--- config.mk ---
export PLATFORM = sky130hd
export DESIGN_NAME = cache_mem_arbiter
export DESIGN_NICKNAME = d
export VERILOG_FILES = /design/src/rtl/cache_mem_arbiter.sv
export SDC_FILE = /design/constraint.sdc
export NUM_CORES = 1
export LEC_CHECK = 0
export BUFFER_PORTS_ARGS = -buffer_cell sky130_fd_sc_hd__buf_2
export CAP_MARGIN = 20
export CORE_AREA = 2 2 534 536
export CTS_CLUSTER_SIZE = 8
export DETAILED_ROUTE_END_ITERATION = 16
export DIE_AREA = 0 0 536 538
export PLACE_DENSITY = 0.3
export SLEW_MARGIN = 20
export SYNTH_ARGS = -nofsm -noshare
export SYNTH_HDL_FRONTEND = slang
export SYNTH_SLANG_ARGS = --single-unit
export TNS_END_PERCENT = 5
--- constraint.sdc ---
create_clock -name clk -period 3.4 [get_ports clk]
set_clock_uncertainty 0.1 [all_clocks]
set_input_delay 0.34 -clock clk [delete_from_list [all_inputs] [get_ports clk]]
set_output_delay 0.34 -clock clk [all_outputs]
set_load 0.05 [all_outputs]
--- src/rtl/cache_mem_arbiter.sv ---
// rtl/cache_mem_arbiter.sv - I/D cacheline memory port arbiter (optional ARB_ROUND_ROBIN_EN)
module cache_mem_arbiter #(
  parameter int ADDR_W = 32,
  parameter int LINE_W = 256
) (
  input  logic              clk,
  input  logic              rst,
  input  logic              i_read,
  input  logic [ADDR_W-1:0] i_addr,
  output logic [LINE_W-1:0] i_rdata,
  output logic              i_resp,
  input  logic              d_read,
  input  logic              d_write,
  input  logic [ADDR_W-1:0] d_addr,
  input  logic [LINE_W-1:0] d_wdata,
  output logic [LINE_W-1:0] d_rdata,
  output logic              d_resp,
  output logic              mem_read,
  output logic              mem_write,
  output logic [ADDR_W-1:0] mem_addr,
  output logic [LINE_W-1:0] mem_wdata,
  input  logic [LINE_W-1:0] mem_rdata,
  input  logic              mem_resp,
  output logic              arb_busy
);

  typedef enum logic [1:0] {IDLE, GRANT_I, GRANT_D, DONE} state_t;

  state_t            state, state_next;
  logic [ADDR_W-1:0] lat_addr;
  logic [LINE_W-1:0] lat_wdata;
  logic              lat_write;
  logic              d_req;
  logic              grant_i;
  logic              grant_d;

  assign d_req = d_read | d_write;

`ifdef ARB_ROUND_ROBIN_EN
  // 1 = D owned the most recent grant, 0 = I
  logic last_grant;

  // On a conflict the requester that did not win last time is granted
  assign grant_d = d_req  && !(i_read && last_grant);
  assign grant_i = i_read && !(d_req && !last_grant);

  // Remember the owner of every grant issued from IDLE
  always_ff @(posedge clk) begin
    if (rst)
      last_grant <= 1'b1;
    else if (state == IDLE && grant_d)
      last_grant <= 1'b1;
    else if (state == IDLE && grant_i)
      last_grant <= 1'b0;
  end
`else
  // Fixed priority: D-cache always wins a conflict
  assign grant_d = d_req;
  assign grant_i = i_read && !d_req;
`endif

  // State register
  always_ff @(posedge clk) begin
    if (rst)
      state <= IDLE;
    else
      state <= state_next;
  end

  // Capture the winner's request at grant time; later input changes are ignored
  always_ff @(posedge clk) begin
    if (rst) begin
      lat_addr  <= '0;
      lat_wdata <= '0;
      lat_write <= 1'b0;
    end else if (state == IDLE && grant_d) begin
      lat_addr  <= d_addr;
      lat_wdata <= d_wdata;
      lat_write <= d_write;
    end else if (state == IDLE && grant_i) begin
      lat_addr  <= i_addr;
      lat_write <= 1'b0;
    end
  end

  // Next-state, memory request strobes and response routing to the owner
  always_comb begin
    state_next = state;
    mem_read   = 1'b0;
    mem_write  = 1'b0;
    i_resp     = 1'b0;
    d_resp     = 1'b0;
    case (state)
      IDLE: begin
        if (grant_d)
          state_next = GRANT_D;
        else if (grant_i)
          state_next = GRANT_I;
      end
      GRANT_I: begin
        mem_read = 1'b1;
        if (mem_resp) begin
          i_resp     = !rst;
          state_next = DONE;
        end
      end
      GRANT_D: begin
        mem_read  = !lat_write;
        mem_write = lat_write;
        if (mem_resp) begin
          d_resp     = !rst;
          state_next = DONE;
        end
      end
      DONE:    state_next = IDLE;
      default: state_next = IDLE;
    endcase
  end

  assign mem_addr  = lat_addr;
  assign mem_wdata = lat_wdata;
  assign i_rdata   = mem_rdata;
  assign d_rdata   = mem_rdata;
  assign arb_busy  = (state != IDLE);

`ifndef SYNTHESIS
  // A D-cache read and writeback at once is illegal; the write is taken
  always @(posedge clk) begin
    if (!rst)
      assert (!(d_read && d_write)) else $error("d_read and d_write asserted together");
  end
`endif

endmodule

==> results.json, run 1 <==
{
  "outcome": "finished, final reports clean",
  "grt-ovfl-total": 0,
  "tightest_slew_ns": 0.955,
  "p_clk_frac": 0.259,
  "regArea_um2": 5830,
  "rows": 196,
  "final_cell_mix": "buf_2 (617), nand2_1 (576), dlygate4sd3_1 (351)",
  "seqPwrFrac": 0.242,
  "peakVddDrop_mv": 0.505,
  "required_ns": 3.95,
  "drt_pass1_iterations": 5,
  "ys_warn_count": 0,
  "viasPerCell": 2.34,
  "die_x_um": 536,
  "synth_cells": 1834,
  "p_leak_nw": 9.11,
  "crit_path_end_kind": "flip-flop",
  "synthTopCellsByArea": "dfxtp_1 (41%), buf_4 (27%), nand2_1 (15%)",
  "synth_ff_type": "dfxtp_1",
  "nFillCells": 33300,
  "p_switching_mw": 10.5,
  "final_layout_size_suffix_gt1_frac": 0.313,
  "max_cap_violations": 0,
  "place_congestion": 0.823,
  "setup_viol_count_final": 0,
  "cts.clk_slew.worst_paths_ns": 0.06,
  "htree_num_levels": 2,
  "rsz0062_at_grt": "false",
  "finalHoldViolations": 0,
  "cp-start-kind": "flip-flop",
  "cp.arrival_ns": 3.48,
  "drc_errors": 0,
  "portBuffers": 618,
  "grt_pass1_vias": 14100,
  "area_growth_pct": 62.9,
  "slew_violations": 0,
  "vias": 14200,
  "ys_ff_latch": 291,
  "clkLatencyLatePin_ns": 0.70,
  "max_freq_mhz": 342,
  "wl_met2_mm": 58.3,
  "clock-root-buffer": "clkbuf_16",
  "cts_tree": "yes",
  "num-nets-final": 2847,
  "fin_crit_ns": 2.93,
  "regToRegSetupSlack_ns": 0.47,
  "p_int_mw": 9.62,
  "p_per_area_nw_per_um2": 872,
  "final_common_cell": "buf_2",
  "synth_edf_count": 0,
  "combPwrFrac": 0.500,
  "yosysUniqueCellTypes": 26,
  "swShare": 0.522,
  "finalCritPeriodShare": 0.861,
  "drt_iter0_drc": 753,
  "cts_sinks": 291,
  "routedWlPerCell_um": 24.2,
  "path_class": "flip-flop to flip-flop",
  "post_cts_buffers": 0,
  "die_area_um2": 288000,
  "detail-route-antenna-nets": 0,
  "pin_count": 1387,
  "antenna_found_initial": 92,
  "multi_input_area_um2": 4080,
  "syn_area_um2": 14200,
  "start_util": 0.0501,
  "yosysTopAreaCell": "dfxtp_1",
  "clockBufferDepth": 3,
  "min_path_type": "primary input to flip-flop",
  "routed_wl_mm": 147,
  "dpl.hpwl_mm": 125,
  "dp_slack_ns": 1.03,
  "core_um2": 283000,
  "maxSlewHeadroom": 0.363,
  "timing.final.ws_setup_ns": 0.474,
  "wl_met1_mm": 41.5,
  "syn_avg_cell_area_um2": 7.74,
  "grt_pass1_wl_mm": 175,
  "fin_util": 0.0816,
  "syn_nets": 2421,
  "crit_fanout": 39,
  "fp.dieH_um": 538,
  "numCtsBuffers": 51,
  "routed-wl-met3_mm": 36.8,
  "top_layer_used": "met5",
  "async_flop_share": 0,
  "track_usage": 0.0970,
  "tns_ns": 0,
  "ys_seq_area_frac": 0.410,
  "synth_top_area_frac": 0.410,
  "grt_max_degree": 144
}
## what timing repair did
item / CTS / global route
hold endpoints to repair: 290 / 0
resized for setup: 0 / 0
hold buffers: 351 / 0
## power groups by stage
stage	registers [mW]	logic, mW	clock network (mW)
2_1_floorplan	7.95	4.21	0
3_3_place_gp	4.91	9.76	0
3_5_place_dp	4.93	9.77	0
4_1_cts	4.87	10.5	5.60
5_1_grt	4.98	11.0	5.65
6_report	4.87	10.1	5.21
## metrics by stage
stage / area [um2] / std cells / hold slack [ns] / power [mW]
after floorplan: 14200 / 1834 / 0.354 / 12.2
after global placement: 18000 / 5618 / 0.340 / 14.7
after detailed placement: 18000 / 5618 / 0.344 / 14.7
after CTS: 23100 / 6051 / 0.0401 / 20.9
after global routing: 23100 / 6059 / 0.102 / 21.6
final: 23100 / 6066 / 0.151 / 20.2
## worst max-delay path, cell delays in order, from the launching register on
cell           delay, ns
dfxtp_1             0.32
inv_1               0.14
ha_1                0.35
o31a_2              0.70
buf_12              0.29
nor2_1              0.07
a311oi_1            0.28
dlygate4sd3_1       0.60
## cell usage after synthesis, drive strengths merged, types with 3 or more instances
cell    instances
buf           577
nand2         576
a21oi         258
nor2           27
ha              5
a311oi         26
clkbuf         37
o21a            3
o21ai          10
a31oi           6
inv             5
dfxtp         291
## layer usage
metal	up-vias	global-route usage
met5	-	0.00477
met4	28	0.0541
li1	6190	-
met3	556	0.110
met2	1062	0.137
met1	6356	0.0803
## path summary, 6_finish.rpt
check,startpoint,to,depth (start not counted)
setup reg to reg,state[0],mem_addr[30],7
hold / removal,mem_resp,state[0],3
setup / recovery,state[0],mem_addr[30],7
hold reg to reg,mem_wdata[162],mem_wdata[162],2
## final cells by class
type / instances / share of cell area
antenna: 15 / 0.00162
clock buffer: 65 / 0.0605
timing repair buffer: 987 / 0.298
multi-input combinational: 924 / 0.176
inverter: 5 / 0.000812
sequential: 291 / 0.252
clock inverter: 17 / 0.00709
tap: 3762 / 0.204
## cell families (layout without fill, tap and decap cells)
group,Yosys count,after routing,synth area share
AND/OR/NAND/NOR,613,613,0.164
AO/OA/AOI/OAI,306,306,0.117
adder cells (fa/ha/maj),5,5,0.00441
other,0,15,0
buffers and inverters,619,1074,0.305
flip-flops,291,291,0.410
## sequential cells by signal, summed over array words and instances (netlist names)
signal     cells
lat_write      1
mem_wdata    256
state          2
mem_addr      32
Power figures use the tool's default switching activity.
==> inputs of run 2 (changes only) <==
Settings changed: ABC_AREA set to 1, CORE_AREA 2 2 534 536 to 2 2 543 545, DIE_AREA 0 0 536 538 to 0 0 545 547, HOLD_SLACK_MARGIN set to 0.06.
==> run 2 against run 1 <==
Global-route usage increased by 0.32 points; die area increased by 3.4%; clock power decreased by 5.6%; core utilization decreased by 0.18 points; via count increased by 1.1%; worst hold slack improved by 0.033 ns; synthesized cell count increased by 9.5%.
==> results.json, run 2 <==
{
  "synth_compound_area_frac": 0.0887,
  "synth_mux_area_frac": 0,
  "drt_pass1_iterations": 6,
  "grt_max_degree": 98,
  "syn_nets": 2596,
  "synth_most_common_cell": "nor2_1",
  "final_layout_size_suffix_gt1_frac": 0.292,
  "core_um2": 293000,
  "syn_area_um2": 14700,
  "ys_ff_latch": 291,
  "num-nets-final": 2992,
  "ys_warn_count": 0,
  "finalCritPeriodShare": 0.809,
  "crit_fanout": 65,
  "synth_edf_count": 0,
  "cts_sinks": 291,
  "required_ns": 3.94,
  "clock-root-buffer": "clkbuf_16",
  "timing.final.ws_setup_ns": 0.649,
  "post_cts_buffers": 0,
  "ctsResizeCount": 0,
  "yosys.area_share.xor_xnor": 0,
  "yosysTopAreaCell": "dfxtp_1",
  "max_freq_mhz": 364,
  "cp-start-kind": "flip-flop",
  "min_path_type": "primary input to flip-flop",
  "fin_hold_ws_ns": 0.184,
  "fp.dieH_um": 547,
  "crit_path_end_kind": "flip-flop",
  "cts_hold_buf": 324,
  "start_util": 0.0503,
  "ys_seq_area_frac": 0.396,
  "routedWlPerCell_um": 24.5,
  "maxSlewHeadroom": 0.360,
  "synth_cells": 2009,
  "htree_num_levels": 2,
  "yosysUniqueCellTypes": 19,
  "setup_viol_count_final": 0,
  "peakVddDrop_mv": 0.393,
  "placed_area_um2": 18600,
  "cts.clk_slew.worst_paths_ns": 0.06,
  "final_common_cell": "buf_2",
  "rows": 199,
  "yosys-top-cells-count": "nor2_1 (615), buf_4 (527), dfxtp_1 (291)",
  "portBuffers": 618,
  "final_cell_mix": "buf_2 (618), nor2_1 (615), dlygate4sd3_1 (324)",
  "drt_iter0_drc": 674,
  "track_usage": 0.100,
  "detail-route-antenna-nets": 0,
  "largest_reg_flops": 256,
  "area_growth_pct": 58.7,
  "r2r_start": "state[0]",
  "rsz0062_at_grt": "false",
  "fin_crit_ns": 2.75,
  "slew_violations": 0,
  "tns_ns": 0,
  "totalPowerFinal_mw": 23.1,
  "pin_count": 1387,
  "viasPerCell": 2.26,
  "async_flop_share": 0,
  "worstHoldStart": "rst",
  "place_congestion": 0.750,
  "vias": 14300,
  "grt_pass1_vias": 14600,
  "cts_tree": "yes",
  "outcome": "finished, final reports clean",
  "dpl.hpwl_mm": 138,
  "synth_ff_type": "dfxtp_1",
  "dp_slack_ns": 0.857,
  "drc_errors": 0,
  "synthTopCellsByArea": "dfxtp_1 (40%), buf_4 (27%), nor2_1 (16%)",
  "p_leak_nw": 9.68,
  "grt_pass1_wl_mm": 185,
  "tightest_slew_ns": 0.960,
  "grt-ovfl-total": 0,
  "p_per_area_nw_per_um2": 991,
  "clkLatencyLatePin_ns": 0.69,
  "final_area_um2": 23300,
  "synthSimpleGateAreaFrac": 0.196,
  "antenna_found_initial": 48,
  "finalHoldViolations": 0,
  "syn_avg_cell_area_um2": 7.32,
  "cp.arrival_ns": 3.29,
  "synth_top_family_by_area": "buffers and inverters",
  "crit_start": "state[0]",
  "numCtsBuffers": 49,
  "path_class": "flip-flop to flip-flop",
  "synth_fa_ha_area_frac": 0.00425,
  "clockBufferDepth": 3,
  "synth_top_area_frac": 0.396,
  "max_cap_violations": 0,
  "die_x_um": 545,
  "die_area_um2": 298000,
  "routed_wl_mm": 156
}
## run 2: path summary, 6_finish.rpt
kind,to,slack [ns],cells past startpoint
worst max register to register,mem_addr[14],0.65,8
worst min-delay path,mem_wdata[7],0.18,4
worst max-delay path,mem_addr[14],0.65,8
worst min register to register,mem_wdata[222],0.37,2
## run 2: worst max-delay path, cell delays in order, from the launching register on
cell           delay [ns]
dfxtp_1              0.35
inv_1                0.11
ha_1                 0.28
nand2_4              0.69
nand2_1              0.27
nand2_1              0.14
nor2_1               0.04
dlygate4sd3_1        0.55
nor2_1               0.09
## run 2: through the flow
stage | instances | utilization
floorplan | 2009 | -
global placement | 5949 | 0.0635
detailed placement | 5949 | 0.0635
CTS | 6351 | 0.0797
global route | 6353 | 0.0797
finish | 6359 | 0.0798
## run 2: layer usage
metal | vias up | global-route usage | part of all wire
met2 | 1204 | 0.144 | 0.40
met5 | - | 0.00385 | 0.0010
met3 | 366 | 0.127 | 0.28
met1 | 6279 | 0.0755 | 0.27
li1 | 6485 | - | -
met4 | 8 | 0.0471 | 0.054
## run 2: power breakdown
| part | switching (mW) | leakage [nW] | internal [mW] |
|---|---|---|---|
| Clock | 2.09 | 0.718 | 2.83 |
| Sequential | 0.663 | 2.42 | 4.67 |
| Combinational | 10.1 | 6.55 | 2.80 |
| Total | 12.8 | 9.68 | 10.3 |
## run 2: area by class of cell
type	instances	area, um2
diodes	8	20.0
clock buffers	67	1350
clock inverters	11	139
fillers	34500	269000
inverters	78	308
multi-input cells	1028	4270
flip-flops and latches	291	5830
well taps	3919	4900
repair buffers	957	6520
## run 2: kinds of logic after synthesis
group,Yosys count
simple gates,763
buf+inv,690
flops,291
compound gates,260
fa+ha+maj,5
